`src/rtl/membus_arbiter_if.sv`:
```
// membus_arbiter_if: native memory bus (valid/ready handshake, 32-bit address/data, byte strobes).
// The master modport is the requesting side; the slave modport is the responding side.
interface membus_arbiter_if;
  logic        valid;
  logic        ready;
  logic [31:0] addr;
  logic [31:0] wdata;
  logic [3:0]  wstrb;
  logic [31:0] rdata;

  modport master (
    output valid,
    output addr,
    output wdata,
    output wstrb,
    input  ready,
    input  rdata
  );

  modport slave (
    input  valid,
    input  addr,
    input  wdata,
    input  wstrb,
    output ready,
    output rdata
  );
endinterface

```
`src/rtl/membus_arbiter.sv`:
```
// membus_arbiter: shares one slave-side memory bus between two masters. The grant is held for a
// whole transfer, and a watchdog completes transfers that no slave acknowledges.
module membus_arbiter #(
  parameter int unsigned ARB_MODE       = 0,      // 0 = round-robin, 1 = fixed priority (m0)
  parameter int unsigned TIMEOUT_CYCLES = 255,    // 0 disables the watchdog
  parameter logic [31:0] ERR_RDATA      = 32'h0
) (
  input  logic             clk,
  input  logic             resetn,
  membus_arbiter_if.slave  m0,
  membus_arbiter_if.slave  m1,
  membus_arbiter_if.master s,
  output logic             bus_err,
  output logic [31:0]      err_addr
);

  localparam int unsigned     CntW   = (TIMEOUT_CYCLES > 0) ? $clog2(TIMEOUT_CYCLES + 1) : 1;
  localparam logic [CntW-1:0] CntMax = CntW'(TIMEOUT_CYCLES);

  localparam logic [1:0] StIdle = 2'd0;
  localparam logic [1:0] StGnt0 = 2'd1;
  localparam logic [1:0] StGnt1 = 2'd2;

  logic [1:0]      state_q, state_d;
  logic            last_q, last_d;
  logic [CntW-1:0] cnt_q, cnt_d;
  logic [31:0]     err_addr_q, err_addr_d;

  logic        gnt0, gnt1;
  logic        sel_valid;
  logic [31:0] sel_addr, sel_wdata;
  logic [3:0]  sel_wstrb;
  logic        timeout, done, pick;

  // Select the granted master's request; everything reads as zero while idle.
  always_comb begin
    gnt0      = (state_q == StGnt0);
    gnt1      = (state_q == StGnt1);
    sel_valid = 1'b0;
    sel_addr  = '0;
    sel_wdata = '0;
    sel_wstrb = '0;
    if (gnt0) begin
      sel_valid = m0.valid;
      sel_addr  = m0.addr;
      sel_wdata = m0.wdata;
      sel_wstrb = m0.wstrb;
    end else if (gnt1) begin
      sel_valid = m1.valid;
      sel_addr  = m1.addr;
      sel_wdata = m1.wdata;
      sel_wstrb = m1.wstrb;
    end
  end

  // Bus outputs; a slave acknowledge in the expiry cycle beats the watchdog.
  always_comb begin
    timeout  = (TIMEOUT_CYCLES != 0) && sel_valid && (cnt_q == CntMax) && !s.ready;
    s.valid  = sel_valid & ~timeout;
    s.addr   = sel_addr;
    s.wdata  = sel_wdata;
    s.wstrb  = sel_wstrb;
    done     = s.valid & s.ready;
    m0.ready = gnt0 & (done | timeout);
    m1.ready = gnt1 & (done | timeout);
    m0.rdata = m0.ready ? (timeout ? ERR_RDATA : s.rdata) : '0;
    m1.rdata = m1.ready ? (timeout ? ERR_RDATA : s.rdata) : '0;
    bus_err  = timeout;
  end

  // Arbitration, transfer completion and watchdog counting.
  always_comb begin
    state_d    = state_q;
    last_d     = last_q;
    cnt_d      = cnt_q;
    err_addr_d = err_addr_q;
    pick       = 1'b0;
    if (state_q == StIdle) begin
      if (m0.valid || m1.valid) begin
        if (m0.valid && m1.valid) begin
          pick = (ARB_MODE != 0) ? 1'b0 : ~last_q;
        end else begin
          pick = m1.valid;
        end
        state_d = pick ? StGnt1 : StGnt0;
        last_d  = pick;
        cnt_d   = '0;
      end
    end else if (done || timeout || !sel_valid) begin
      // Also covers a master withdrawing its request and any unused encoding.
      state_d = StIdle;
      if (timeout) begin
        err_addr_d = sel_addr;
      end
    end else if (!s.ready && (cnt_q != CntMax)) begin
      cnt_d = cnt_q + CntW'(1);
    end
  end

  // State registers with synchronous active-low reset.
  always_ff @(posedge clk) begin
    if (!resetn) begin
      state_q    <= StIdle;
      last_q     <= 1'b1;
      cnt_q      <= '0;
      err_addr_q <= '0;
    end else begin
      state_q    <= state_d;
      last_q     <= last_d;
      cnt_q      <= cnt_d;
      err_addr_q <= err_addr_d;
    end
  end

  assign err_addr = err_addr_q;

endmodule
```
`src/flat_wrapper.sv`:
```
// flat-port wrapper written by rule: the top's interface ports become plain ports
module membus_arbiter_flat 
#(
  parameter int unsigned ARB_MODE       = 0,                                                 
  parameter int unsigned TIMEOUT_CYCLES = 255,                              
  parameter logic [31:0] ERR_RDATA      = 32'h0
)
  (clk, resetn, bus_err, err_addr, m0_valid, m0_addr, m0_wdata, m0_wstrb, m0_ready, m0_rdata, m1_valid, m1_addr, m1_wdata, m1_wstrb, m1_ready, m1_rdata, s_valid, s_addr, s_wdata, s_wstrb, s_ready, s_rdata);
  membus_arbiter_if m0_i ();
  membus_arbiter_if m1_i ();
  membus_arbiter_if s_i ();
  input  logic clk;
  input  logic resetn;
  output logic bus_err;
  output logic [31:0] err_addr;
  input wire logic [$bits(m0_i.valid)-1:0] m0_valid;
  input wire logic [$bits(m0_i.addr)-1:0] m0_addr;
  input wire logic [$bits(m0_i.wdata)-1:0] m0_wdata;
  input wire logic [$bits(m0_i.wstrb)-1:0] m0_wstrb;
  output wire logic [$bits(m0_i.ready)-1:0] m0_ready;
  output wire logic [$bits(m0_i.rdata)-1:0] m0_rdata;
  input wire logic [$bits(m1_i.valid)-1:0] m1_valid;
  input wire logic [$bits(m1_i.addr)-1:0] m1_addr;
  input wire logic [$bits(m1_i.wdata)-1:0] m1_wdata;
  input wire logic [$bits(m1_i.wstrb)-1:0] m1_wstrb;
  output wire logic [$bits(m1_i.ready)-1:0] m1_ready;
  output wire logic [$bits(m1_i.rdata)-1:0] m1_rdata;
  output wire logic [$bits(s_i.valid)-1:0] s_valid;
  output wire logic [$bits(s_i.addr)-1:0] s_addr;
  output wire logic [$bits(s_i.wdata)-1:0] s_wdata;
  output wire logic [$bits(s_i.wstrb)-1:0] s_wstrb;
  input wire logic [$bits(s_i.ready)-1:0] s_ready;
  input wire logic [$bits(s_i.rdata)-1:0] s_rdata;
  assign m0_i.valid = m0_valid;
  assign m0_i.addr = m0_addr;
  assign m0_i.wdata = m0_wdata;
  assign m0_i.wstrb = m0_wstrb;
  assign m0_ready = m0_i.ready;
  assign m0_rdata = m0_i.rdata;
  assign m1_i.valid = m1_valid;
  assign m1_i.addr = m1_addr;
  assign m1_i.wdata = m1_wdata;
  assign m1_i.wstrb = m1_wstrb;
  assign m1_ready = m1_i.ready;
  assign m1_rdata = m1_i.rdata;
  assign s_valid = s_i.valid;
  assign s_addr = s_i.addr;
  assign s_wdata = s_i.wdata;
  assign s_wstrb = s_i.wstrb;
  assign s_i.ready = s_ready;
  assign s_i.rdata = s_rdata;
  membus_arbiter #(.ARB_MODE(ARB_MODE), .TIMEOUT_CYCLES(TIMEOUT_CYCLES), .ERR_RDATA(ERR_RDATA)) u_core (.clk(clk), .resetn(resetn), .m0(m0_i), .m1(m1_i), .s(s_i), .bus_err(bus_err), .err_addr(err_addr));
endmodule
```
`config.mk`:
```
export PLATFORM = sky130hd
export DESIGN_NAME = membus_arbiter_flat
export DESIGN_NICKNAME = d
export VERILOG_FILES = /design/src/rtl/membus_arbiter_if.sv /design/src/rtl/membus_arbiter.sv /design/src/flat_wrapper.sv
export SDC_FILE = /design/constraint.sdc
export NUM_CORES = 1
export LEC_CHECK = 0
export ABC_AREA = 1
export BUFFER_PORTS_ARGS = -buffer_cell sky130_fd_sc_hd__buf_2
export CORE_AREA = 4 4 130 132
export DETAILED_ROUTE_END_ITERATION = 6
export DIE_AREA = 0 0 134 136
export SYNTH_ARGS = -nofsm -noshare
export SYNTH_HDL_FRONTEND = slang
export SYNTH_SLANG_ARGS = --single-unit
```
`constraint.sdc`:
```
create_clock -name clk -period 1.9 [get_ports clk]
set_input_delay 0.095 -clock clk [delete_from_list [all_inputs] [get_ports clk]]
set_output_delay 0.095 -clock clk [all_outputs]
set_load 0.02 [all_outputs]
```
==> results of run 1 <==
-- per-stage QoR --
| stage | setup WS, ns | instance area (sq um) | total power (uW) | cells |
|---|---|---|---|---|
| after floorplan | 0.4146 | 3296 | 1464 | 541 |
| after global placement | 0.2738 | 5211 | 1922 | 1067 |
| after detailed placement | 0.2231 | 5211 | 1925 | 1067 |
| after CTS | 0.0008191 | 5358 | 2761 | 1075 |
| after global routing | 0.01314 | 5371 | 2877 | 1075 |
| final | 0.09065 | 5371 | 2724 | 1075 |
-- power by group through the flow --
stage / clock network, uW / logic [uW] / registers (uW)
detailed placement: 0 / 988 / 936
global route: 896 / 1060 / 918
finish: 829 / 977 / 918
CTS: 854 / 992 / 916
global placement: 0 / 986 / 936
floorplan: 0 / 529 / 935
-- cell usage after synthesis, types with 5 or more instances --
master / n / area [sq um]
sky130_fd_sc_hd__a21oi_1: 9 / 45.04
sky130_fd_sc_hd__a22o_1: 36 / 315.3
sky130_fd_sc_hd__buf_2: 28 / 140.1
sky130_fd_sc_hd__clkbuf_1: 7 / 26.28
sky130_fd_sc_hd__dfxtp_1: 43 / 860.8
sky130_fd_sc_hd__inv_1: 73 / 274.0
sky130_fd_sc_hd__inv_2: 5 / 18.77
sky130_fd_sc_hd__nand2_1: 123 / 461.7
sky130_fd_sc_hd__nand3_1: 16 / 80.08
sky130_fd_sc_hd__nand4_1: 64 / 400.4
sky130_fd_sc_hd__nor2_1: 80 / 300.3
sky130_fd_sc_hd__o21ai_0: 13 / 65.06
sky130_fd_sc_hd__o21ai_1: 20 / 100.1
-- final cells by class --
cell class	count	area share (%)
clock buffer	6	2.399
clock inverter	2	0.2329
inverter	80	5.847
multi-input combinational	375	35.45
sequential	43	16.10
tap	216	5.031
timing repair buffer	353	34.94
-- registers in the layout, indices dropped and copies added (netlist names) --
| register | count |
|---|---|
| u_core.cnt_q | 8 |
| u_core.err_addr | 32 |
| u_core.last_q | 1 |
| u_core.state_q | 2 |
-- kinds of logic (layout without fill, tap and decap cells) --
group / Yosys count / in the layout / share of synthesized area [%]
adder cells (fa/ha/maj): 1 / 1 / 0.3796
XOR/XNOR: 2 / 2 / 0.5316
flip-flops: 43 / 43 / 26.12
AO/OA/AOI/OAI: 79 / 79 / 16.21
AND/OR/NAND/NOR: 293 / 293 / 40.58
buffers and inverters: 123 / 441 / 16.17
-- metal layers --
metal  routed length (microns)  vias up
li1                          -     2412
met1                      6400     2110
met2                      8157      179
met3                       993        9
met4                       152        0
met5                         0        -
-- worst register-to-register path, stage by stage (launching register included) --
cell and delay, ns:
sky130_fd_sc_hd__dfxtp_2 0.37, sky130_fd_sc_hd__ha_2 0.21, sky130_fd_sc_hd__nand2_2 0.08, sky130_fd_sc_hd__nor2_4 0.11, sky130_fd_sc_hd__nand3_2 0.12, sky130_fd_sc_hd__inv_2 0.10
sky130_fd_sc_hd__nand2_4 0.09, sky130_fd_sc_hd__buf_4 0.21, sky130_fd_sc_hd__o21ai_0 0.20, sky130_fd_sc_hd__nor2_1 0.06
-- what timing repair did --
| action | CTS | global route |
|---|---|---|
| setup endpoints to repair | 1 | 7 |
| gates resized for setup | 2 | 7 |
| endpoints found under the hold margin | 0 | 0 |
-- worst paths after layout --
check	endpoint	slack, ns	cells after the start
worst max register to register	u_core.err_addr[12]$_SDFFE_PN0P_	0.25	9
worst max-delay path	s_valid	0.09	9
worst min register to register	u_core.last_q$_SDFFE_PN1P_	0.47	2
worst min-delay path	u_core.err_addr[6]$_SDFFE_PN0P_	0.16	5
==> metrics.log, run 1 <==
INFO  metric report.final.slew_viol_count = 0
INFO  metric maxCapViolations = 0
INFO  metric highest_achievable_clock_rate = 552.7 MHz
INFO  metric die_boundary_width = 134 microns
INFO  metric drt-initial-drc-count = 254
INFO  metric status = finished, final reports clean
INFO  metric share_of_post_route_cells_with_drive_strength_above_1 = 44.24%
INFO  metric cell_area_synth = 3296 sq um
INFO  metric min-delay-start = m1_addr[6]
INFO  metric die_height = 136 microns
INFO  metric power-per-cell-area = 507.2 nW/um^2
INFO  metric synth-main-ff-cell = sky130_fd_sc_hd__dfxtp_1
INFO  metric crit_required = 1.80 ns
INFO  metric tritoncts_num_sinks = 43
INFO  metric synth_sequential_area_ratio = 26.12%
INFO  metric rsz0062_at_grt = false
INFO  metric synthesis.nets = 715
INFO  metric intPower = 1755 uW
INFO  metric clock_tree.buffer_depth = 2
INFO  metric cts-root-buf = sky130_fd_sc_hd__clkbuf_16
INFO  metric totalNegativeSetupSlack = 0 ns
INFO  metric cts_max_level = 2
INFO  metric grt_start_max_net_pins = 65
INFO  metric final_common_cell = sky130_fd_sc_hd__buf_2
INFO  metric clock_power_share = 30.4%
INFO  metric row_count = 46
INFO  metric tritoncts = done
INFO  metric dominant_delay_contributor_by_cell_family_on_the_critical_path = simple AND/OR/NAND/NOR gates
INFO  metric groute.usage.overall = 15.73%
INFO  metric final_cell_mix = sky130_fd_sc_hd__buf_2, sky130_fd_sc_hd__nand2_1, sky130_fd_sc_hd__nor2_1, sky130_fd_sc_hd__inv_1, sky130_fd_sc_hd__nand4_1
INFO  metric async_sr_flop_fraction = 0%
INFO  metric ys_seq_elements = 43
INFO  metric power.ir.vdd_worst = 0.3297 mV
INFO  metric drt_drc_violations_left = 0
INFO  metric dp_hpwl = 12.97 mm
INFO  metric fin_worst_skew = 0.006990 ns
INFO  metric ys.warnings.count = 0
INFO  metric route.antenna.remaining_nets = 0
INFO  metric detail_route.wl_per_cell = 14.61 microns
INFO  metric post_synth_inst_count = 541
INFO  metric timing.critical_path.from = u_core.cnt_q[0]$_SDFFE_PN0P_
INFO  metric multi_input_gate_area_in_the_final_layout = 1904 sq um
INFO  metric synth_cell_types = 29
INFO  metric area_growth = 62.98%
INFO  metric kind_of_end_point_of_the_critical_path = output pin
INFO  metric regArea = 864.6 sq um
INFO  metric worst-path-max-fanout = 16
INFO  metric antenna_cells_inserted = 0
INFO  metric clk_pin_slew = 0.06 ns
INFO  metric vias_per_cell = 4.381
INFO  metric final-setup-viol-count = 0
INFO  metric timing.final.hold_violations = 0
INFO  metric worstSetupPathType = flop to output pin
INFO  metric post_cts_buffers = 0
INFO  metric global_route.overflow_total = 0
INFO  metric minimum_hold_slack = 0.1628 ns
INFO  metric post-route-period-util = 95.23%
INFO  metric worst_skew_pair.late_latency = 0.28 ns
INFO  metric grt.busiest_layer = met2
INFO  metric post_cts_hold_buffer_count = 0
INFO  metric netSwitchingFraction = 35.59%
INFO  metric critical-path-max-stage-delay = 0.34 ns
INFO  metric cts_buffer_count = 5
INFO  metric crit-reg2reg-launch = u_core.cnt_q[0]$_SDFFE_PN0P_
INFO  metric layout.filler_cells = 1765
INFO  metric timing.slew.headroom = 66.61%
INFO  metric finalWeightedCongestion = 0.8148
INFO  metric synth-edff-count = 0
INFO  metric crit_arrival = 1.71 ns
INFO  metric comb_power_share = 35.9%
INFO  metric synth_area_per_cell = 6.092 sq um
INFO  metric core_area = 15710 sq um
INFO  metric detail_route.first_pass.iterations = 5
INFO  metric die-area = 18220 sq um
INFO  metric grt_pass1_wl = 23.06 mm
INFO  metric p_switching = 969.4 uW
INFO  metric nNetsFinal = 1032
INFO  metric grt_use_met2 = 28.30%
INFO  metric critical_path.slowest_cell = sky130_fd_sc_hd__dfxtp_2
INFO  metric hold_path_class = primary input to flop
INFO  metric crit_path_time_final = 1.809 ns
INFO  metric wl = 15.70 mm
INFO  metric finalCoreUtilization = 34.19%
INFO  metric power.leakage = 0.003477 uW
INFO  metric critical_path.startpoint_type = flop
INFO  metric timing.critical_path.buf_inv = 3
INFO  metric vias_in_the_first_global_route = 4297
INFO  metric tightestPinTransition = 0.5008 ns
INFO  metric vias = 4710
INFO  metric initial_core_util = 20.97%
INFO  metric grt_antenna_before_repair = 0
INFO  metric globalRouteMet3Util = 2.887%
INFO  metric critical_path.cell_chain = ha_2, nand2_2, nor2_4, nand3_2, inv_2, nand2_4, clkinv_8, nor2_1, buf_4
INFO  metric buffer_ports.inserted = 340
INFO  metric use_met1 = 19.91%
INFO  metric design.portCount = 341
INFO  metric p_seq_share = 33.7%
Note: power is estimated with default switching activity, not from simulation.
==> inputs of run 2 (changes only) <==
Settings changed: ABC_AREA 1 to unset, CORE_AREA 4 4 130 132 to 4 4 132 134, DIE_AREA 0 0 134 136 to 0 0 136 138, PLACE_DENSITY_LB_ADDON set to 0.05.
==> metrics.log, run 2 <==
INFO  metric nNetsFinal = 889 (-14%)
INFO  metric die_boundary_width = 136 microns (+1.5%)
INFO  metric final-setup-viol-count = 0 (unchanged)
INFO  metric hold_path_class = primary input to flop
INFO  metric drt-initial-drc-count = 180 (-29%)
INFO  metric yosys-top-cells-area = sky130_fd_sc_hd__dfxtp_1, sky130_fd_sc_hd__a22o_1, sky130_fd_sc_hd__and3_1
INFO  metric fin_area = 5233 sq um (-2.6%)
INFO  metric clock_tree.buffer_depth = 2 (unchanged)
INFO  metric route.antenna.remaining_nets = 0 (unchanged)
INFO  metric synth_area_per_cell = 7.703 sq um (+26%)
INFO  metric post-route-period-util = 95.55% (+0.32 points)
INFO  metric power.ir.vdd_worst = 0.2756 mV (-16%)
INFO  metric die-area = 18770 sq um (+3.0%)
INFO  metric fin_worst_skew = 0.01024 ns (+0.003248 ns)
INFO  metric detail_route.first_pass.iterations = 4 (-1)
INFO  metric tightestPinTransition = 0.5712 ns (+0.07044 ns)
INFO  metric synth-edff-count = 0 (unchanged)
INFO  metric die_height = 138 microns (+1.5%)
INFO  metric tritoncts_num_sinks = 43 (unchanged)
INFO  metric initial_core_util = 18.44% (-2.5 points)
INFO  metric clk_pin_slew = 0.06 ns (about the same)
INFO  metric worstSetupPathType = flop to output pin
INFO  metric async_sr_flop_fraction = 0% (unchanged)
INFO  metric cts_buffer_count = 5 (unchanged)
INFO  metric final_common_cell = sky130_fd_sc_hd__buf_2
INFO  metric crit_path_time_final = 1.815 ns (+0.006052 ns)
INFO  metric cts_max_level = 2 (unchanged)
INFO  metric global_route.overflow_total = 0 (unchanged)
INFO  metric synth_sequential_area_ratio = 28.65% (+2.5 points)
INFO  metric detail_route.wirelength.met1 = 7.083 mm (+11%)
INFO  metric groute.usage.overall = 15.24% (-0.50 points)
INFO  metric timing.final.hold_violations = 0 (unchanged)
INFO  metric largest_register_ffs = 32 (unchanged)
INFO  metric finalCoreUtilization = 32.12% (-2.1 points)
INFO  metric crit_required = 1.80 ns (about the same)
INFO  metric status = finished, final reports clean
INFO  metric power-per-cell-area = 535.8 nW/um^2 (+5.6%)
INFO  metric finalWeightedCongestion = 0.8521 (+4.6%)
INFO  metric cts-root-buf = sky130_fd_sc_hd__clkbuf_16
INFO  metric synth_cell_types = 44 (+52%)
INFO  metric report.final.slew_viol_count = 0 (unchanged)
INFO  metric met3_wirelength = 1.326 mm (+34%)
INFO  metric drt_drc_violations_left = 0 (unchanged)
INFO  metric wl_met2 = 7.621 mm (-6.6%)
INFO  metric yosysMostFrequentCell = sky130_fd_sc_hd__a22o_1
INFO  metric maxCapViolations = 0 (unchanged)
INFO  metric crit_arrival = 1.72 ns (about the same)
INFO  metric dp_hpwl = 12.53 mm (-3.4%)
INFO  metric antenna_cells_inserted = 0 (unchanged)
INFO  metric post_synth_inst_count = 390 (-28%)
INFO  metric worst_skew_pair.late_latency = 0.29 ns (about the same)
INFO  metric wl = 16.21 mm (+3.2%)
INFO  metric area_growth = 74.18%
INFO  metric timing.slew.headroom = 61.52% (-5.1 points)
INFO  metric ys_seq_elements = 43 (unchanged)
INFO  metric kind_of_end_point_of_the_critical_path = output pin
INFO  metric synth_top_area_share = 28.65% (+2.5 points)
INFO  metric grt_pass1_wl = 23.09 mm (+0.15%)
INFO  metric synthesis.nets = 564 (-21%)
INFO  metric power.leakage = 0.003024 uW (-13%)
INFO  metric yosys-top-cells-count = sky130_fd_sc_hd__a22o_1, sky130_fd_sc_hd__and3_1, sky130_fd_sc_hd__dfxtp_1
INFO  metric highest_achievable_clock_rate = 550.8 MHz (-0.33%)
INFO  metric buffer_ports.inserted = 340 (unchanged)
INFO  metric totalNegativeSetupSlack = 0 ns (unchanged)
INFO  metric critical_path.startpoint_type = flop
INFO  metric rsz0062_at_grt = false
INFO  metric yosysTopAreaCell = sky130_fd_sc_hd__dfxtp_1
INFO  metric vias_per_cell = 4.625 (+5.6%)
INFO  metric detailed_place.area = 4911 sq um (-5.8%)
INFO  metric final_cell_mix = sky130_fd_sc_hd__buf_2, sky130_fd_sc_hd__a22o_1, sky130_fd_sc_hd__and3_1, sky130_fd_sc_hd__dfxtp_1, sky130_fd_sc_hd__nand2_1
INFO  metric ys.warnings.count = 0 (unchanged)
INFO  metric core_area = 16290 sq um (+3.7%)
INFO  metric vias_in_the_first_global_route = 4106 (-4.4%)
INFO  metric grt_start_max_net_pins = 69 (+6.2%)
INFO  metric tritoncts = done
INFO  metric grt_antenna_before_repair = 0 (unchanged)
INFO  metric top_signal_layer_used = met4
INFO  metric vias = 4329 (-8.1%)
INFO  metric detail_route.wl_per_cell = 17.32 microns (+19%)
INFO  metric worst-path-max-fanout = 8 (-8)
INFO  metric row_count = 47 (+2.2%)
INFO  metric share_of_post_route_cells_with_drive_strength_above_1 = 54.05% (+9.8 points)
INFO  metric cell_area_synth = 3004 sq um (-8.8%)
INFO  metric design.portCount = 341 (unchanged)
INFO  metric synth-main-ff-cell = sky130_fd_sc_hd__dfxtp_1
run 2: repair_timing:
| action | 4_1_cts | 5_1_grt |
|---|---|---|
| gates cloned | 0 | 3 |
| resized for setup | 2 | 8 |
| setup endpoints to repair | 100 | 25 |
| pin swaps | 0 | 2 |
| buffers inserted | 0 | 5 |
| hold buffers | 0 | 0 |
run 2: power breakdown:
| part | internal (uW) | total [uW] | switching, uW |
|---|---|---|---|
| sequential | 907 | 912 | 4.97 |
| combinational | 374 | 876 | 502 |
| clock | 625 | 1020 | 390 |
| total | 1910 | 2800 | 897 |
run 2: worst paths after layout:
check,from,endpoint,slack [ns],depth (start not counted)
worst max register to register,u_core.state_q[1]$_SDFFE_PN0P_,u_core.err_addr[31]$_SDFFE_PN0P_,0.19,7
worst min register to register,u_core.err_addr[20]$_SDFFE_PN0P_,u_core.err_addr[20]$_SDFFE_PN0P_,0.45,2
worst max-delay path,u_core.state_q[1]$_SDFFE_PN0P_,s_valid,0.08,6
worst min-delay path,m0_valid,u_core.last_q$_SDFFE_PN1P_,0.17,3
run 2: cell families (layout without fill, tap and decap cells):
family | after synthesis | in the layout | share of synthesized area [%]
buffers and inverters | 53 | 379 | 8.705
flip-flops | 43 | 43 | 28.65
AND/OR/NAND/NOR | 166 | 166 | 30.49
AO/OA/AOI/OAI | 126 | 126 | 31.40
multiplexers | 1 | 1 | 0.3332
adder cells (fa/ha/maj) | 1 | 1 | 0.4164
run 2: layout make-up:
type	count	area (sq um)
multi-input combinational	294	1921
tap	220	275.3
inverter	6	22.52
timing repair buffer	365	1981
clock inverter	3	46.29
clock buffer	5	125.1
sequential	43	862.1
fill	1812	11060
run 2: routing by layer:
metal  track usage (%)  vias to the layer above
li1                  -                     2118
met1             19.26                     2005
met2             26.31                      194
met3             3.634                       12
met4             3.130                        0
met5                 0                        -
run 2: stage by stage:
stage | hold slack [ns] | power, uW | std cells | worst slack [ns]
3_5_place_dp | 0.4473 | 1771 | 920 | 0.06191
4_1_cts | 0.1664 | 2803 | 928 | 0.01420
3_3_place_gp | 0.4409 | 1765 | 920 | 0.1296
2_1_floorplan | 0.2755 | 1387 | 390 | 0.2701
6_report | 0.1685 | 2803 | 936 | 0.08460
5_1_grt | 0.2051 | 2931 | 936 | 0.008233
run 2: worst max-delay path, cell delays in order, from the launching register on:
cell                       delay [ns]
sky130_fd_sc_hd__dfxtp_2         0.34
sky130_fd_sc_hd__buf_6           0.13
sky130_fd_sc_hd__nand3b_4        0.19
sky130_fd_sc_hd__a2111o_1        0.47
sky130_fd_sc_hd__inv_2           0.07
sky130_fd_sc_hd__a21oi_1         0.06
sky130_fd_sc_hd__buf_4           0.17
==> inputs of run 3 (changes only) <==
Settings changed: MAX_ROUTING_LAYER set to met4.
==> metrics.log, run 3 (synthesis results as in run 2) <==
INFO  metric regToRegEndpoint = u_core.err_addr[31]$_SDFFE_PN0P_
INFO  metric tritoncts_num_sinks = 43 (unchanged)
INFO  metric final_cell_mix = sky130_fd_sc_hd__buf_2, sky130_fd_sc_hd__a22o_1, sky130_fd_sc_hd__and3_1, sky130_fd_sc_hd__dfxtp_1, sky130_fd_sc_hd__nand2_1
INFO  metric power-per-cell-area = 535.5 nW/um^2 (about the same)
INFO  metric wl = 16.19 mm (-0.14%)
INFO  metric antenna_cells_inserted = 0 (unchanged)
INFO  metric worst_skew_pair.late_latency = 0.29 ns (about the same)
INFO  metric final_common_cell = sky130_fd_sc_hd__buf_2
INFO  metric dp_hpwl = 12.53 mm (unchanged)
INFO  metric vias_in_the_first_global_route = 4120 (+0.34%)
INFO  metric highest_achievable_clock_rate = 551.1 MHz (about the same)
INFO  metric layout.filler_cells = 1812 (unchanged)
INFO  metric grt_pass1_wl = 23.05 mm (-0.21%)
INFO  metric crit_path_time_final = 1.815 ns (-0.0007255 ns)
INFO  metric critical_path.slowest_cell = sky130_fd_sc_hd__a2111o_1
INFO  metric share_of_post_route_cells_with_drive_strength_above_1 = 54.05% (unchanged)
INFO  metric timing.slew.headroom = 61.77% (+0.25 points)
INFO  metric hold_depth = 3 (unchanged)
INFO  metric hold_path_class = primary input to flop
INFO  metric detail_route.first_pass.iterations = 4 (unchanged)
INFO  metric cts-root-buf = sky130_fd_sc_hd__clkbuf_16
INFO  metric die-area = 18770 sq um (unchanged)
INFO  metric crit_required = 1.80 ns (about the same)
INFO  metric clock_tree.buffer_depth = 2 (unchanged)
INFO  metric detail_route.wl_per_cell = 17.30 microns (-0.14%)
INFO  metric cts_max_level = 2 (unchanged)
INFO  metric clk_pin_slew = 0.06 ns (about the same)
INFO  metric row_count = 47 (unchanged)
INFO  metric route.antenna.remaining_nets = 0 (unchanged)
INFO  metric critical_path.startpoint_type = flop
INFO  metric min_to = u_core.last_q$_SDFFE_PN1P_
INFO  metric initial_core_util = 18.44% (unchanged)
INFO  metric design.portCount = 341 (unchanged)
INFO  metric kind_of_end_point_of_the_critical_path = output pin
INFO  metric final-setup-viol-count = 0 (unchanged)
INFO  metric area_growth = 74.18% (unchanged)
INFO  metric crit-reg2reg-launch = u_core.state_q[1]$_SDFFE_PN0P_
INFO  metric tritoncts = done
INFO  metric r2r_setup_slack = 0.19 ns (about the same)
INFO  metric rsz0062_at_grt = false
INFO  metric groute.usage.overall = 15.67% (+0.44 points)
INFO  metric status = finished, final reports clean
INFO  metric min-delay-start = m0_valid
INFO  metric drt_drc_violations_left = 0 (unchanged)
INFO  metric grt_start_max_net_pins = 69 (unchanged)
INFO  metric drt-initial-drc-count = 188 (+4.4%)
INFO  metric finalWeightedCongestion = 0.8657 (+1.6%)
INFO  metric vias = 4312 (-0.39%)
INFO  metric nNetsFinal = 889 (unchanged)
INFO  metric die_boundary_width = 136 microns (unchanged)
INFO  metric core_area = 16290 sq um (unchanged)
INFO  metric cts_buffer_count = 5 (unchanged)
INFO  metric tightestPinTransition = 0.5675 ns (-0.003731 ns)
INFO  metric vias_per_cell = 4.607 (-0.39%)
INFO  metric grt_antenna_before_repair = 0 (unchanged)
INFO  metric die_height = 138 microns (unchanged)
INFO  metric critical_path.cell_chain = buf_6, nand3b_4, a2111o_1, inv_2, a21oi_1, buf_4
INFO  metric global_route.overflow_total = 0 (unchanged)
INFO  metric report.final.slew_viol_count = 0 (unchanged)
INFO  metric worst-path-max-fanout = 8 (unchanged)
INFO  metric power.ir.vdd_worst = 0.2761 mV (+0.18%)
INFO  metric timing.final.ws_setup = 0.08532 ns (+0.0007255 ns)
INFO  metric post-route-period-util = 95.51% (about the same)
INFO  metric preCtsSetupSlack = 0.06191 ns (unchanged)
INFO  metric maxCapViolations = 0 (unchanged)
INFO  metric timing.final.hold_violations = 0 (unchanged)
INFO  metric worstSetupPathType = flop to output pin
INFO  metric totalNegativeSetupSlack = 0 ns (unchanged)
INFO  metric power.leakage = 0.003024 uW (unchanged)
INFO  metric fin_worst_skew = 0.009452 ns (-0.0007866 ns)
INFO  metric critical-path-max-stage-delay = 0.47 ns (about the same)
INFO  metric timing.critical_path.buf_inv = 3 (unchanged)
INFO  metric r2r_depth = 7 (unchanged)
INFO  metric dominant_delay_contributor_by_cell_family_on_the_critical_path = compound AO/OA/AOI/OAI gates
INFO  metric buffer_ports.inserted = 340 (unchanged)
INFO  metric largest_register_ffs = 32 (unchanged)
INFO  metric crit_arrival = 1.72 ns (about the same)
-- run 3: cell counts in the layout (fill, tap and decap cells not counted) --
Identical to the previous run, type by type.
-- run 3: worst max path at each step --
stage / start / endpoint / slack (ns) / depth (start not counted)
floorplan: u_core.cnt_q[0]$_SDFFE_PN0P_ / m0_ready / 0.27 / 7
global placement: u_core.state_q[1]$_SDFFE_PN0P_ / m0_rdata[0] / 0.13 / 4
detailed placement: u_core.state_q[1]$_SDFFE_PN0P_ / m0_rdata[0] / 0.06 / 4
CTS: u_core.cnt_q[0]$_SDFFE_PN0P_ / s_valid / 0.01 / 6
global route: u_core.state_q[0]$_SDFFE_PN0P_ / s_valid / 0.008 / 6
finish: u_core.state_q[1]$_SDFFE_PN0P_ / s_valid / 0.09 / 6
-- run 3: power by group --
part / total, uW / leakage, uW / switching (uW) / internal (uW)
sequential: 912 / 0.000347 / 4.96 / 907
combinational: 875 / 0.00260 / 501 / 374
clock: 1010 / 0.0000804 / 390 / 625
-- run 3: worst min-delay path, delay by kind of cell --
family                 cells  cell delay, ns
buffers and inverters      1            0.15
AND/OR/NAND/NOR            1            0.06
AO/OA/AOI/OAI              1            0.12
-- run 3: final cells by class --
class / instances / area (sq um) / share of cell area [%]
Clock buffer: 5 / 125.1 / 2.391
Clock inverter: 3 / 46.29 / 0.8847
Inverter: 6 / 22.52 / 0.4304
Multi-Input combinational cell: 294 / 1921 / 36.70
Sequential cell: 43 / 862.1 / 16.48
Tap cell: 220 / 275.3 / 5.261
Timing Repair Buffer: 365 / 1981 / 37.85
-- run 3: what timing repair did --
item,in CTS,in global routing
pin swaps,0,2
buffers inserted,0,5
hold buffers,0,0
setup endpoints to repair,100,25
gates resized for setup,2,8
cloned,0,3
-- run 3: routing by layer --
metal  GRT usage, %  part of all wire, %
met1          19.30                   44
met2          26.39                   47
met3          3.416                  8.2
met4          3.130                  1.3
met5              -                    0
-- run 3: per-stage QoR --
stage / hold WS (ns) / std cells / total power, uW / instance area (sq um) / utilization [%]
CTS: 0.1664 / 928 / 2803 / 5087 / 31.23
global route: 0.2051 / 936 / 2930 / 5233 / 32.12
finish: 0.1685 / 936 / 2802 / 5233 / 32.12
global placement: 0.4409 / 920 / 1765 / 4911 / 30.15
detailed placement: 0.4473 / 920 / 1771 / 4911 / 30.15
floorplan: 0.2755 / 390 / 1387 / 3004 / -
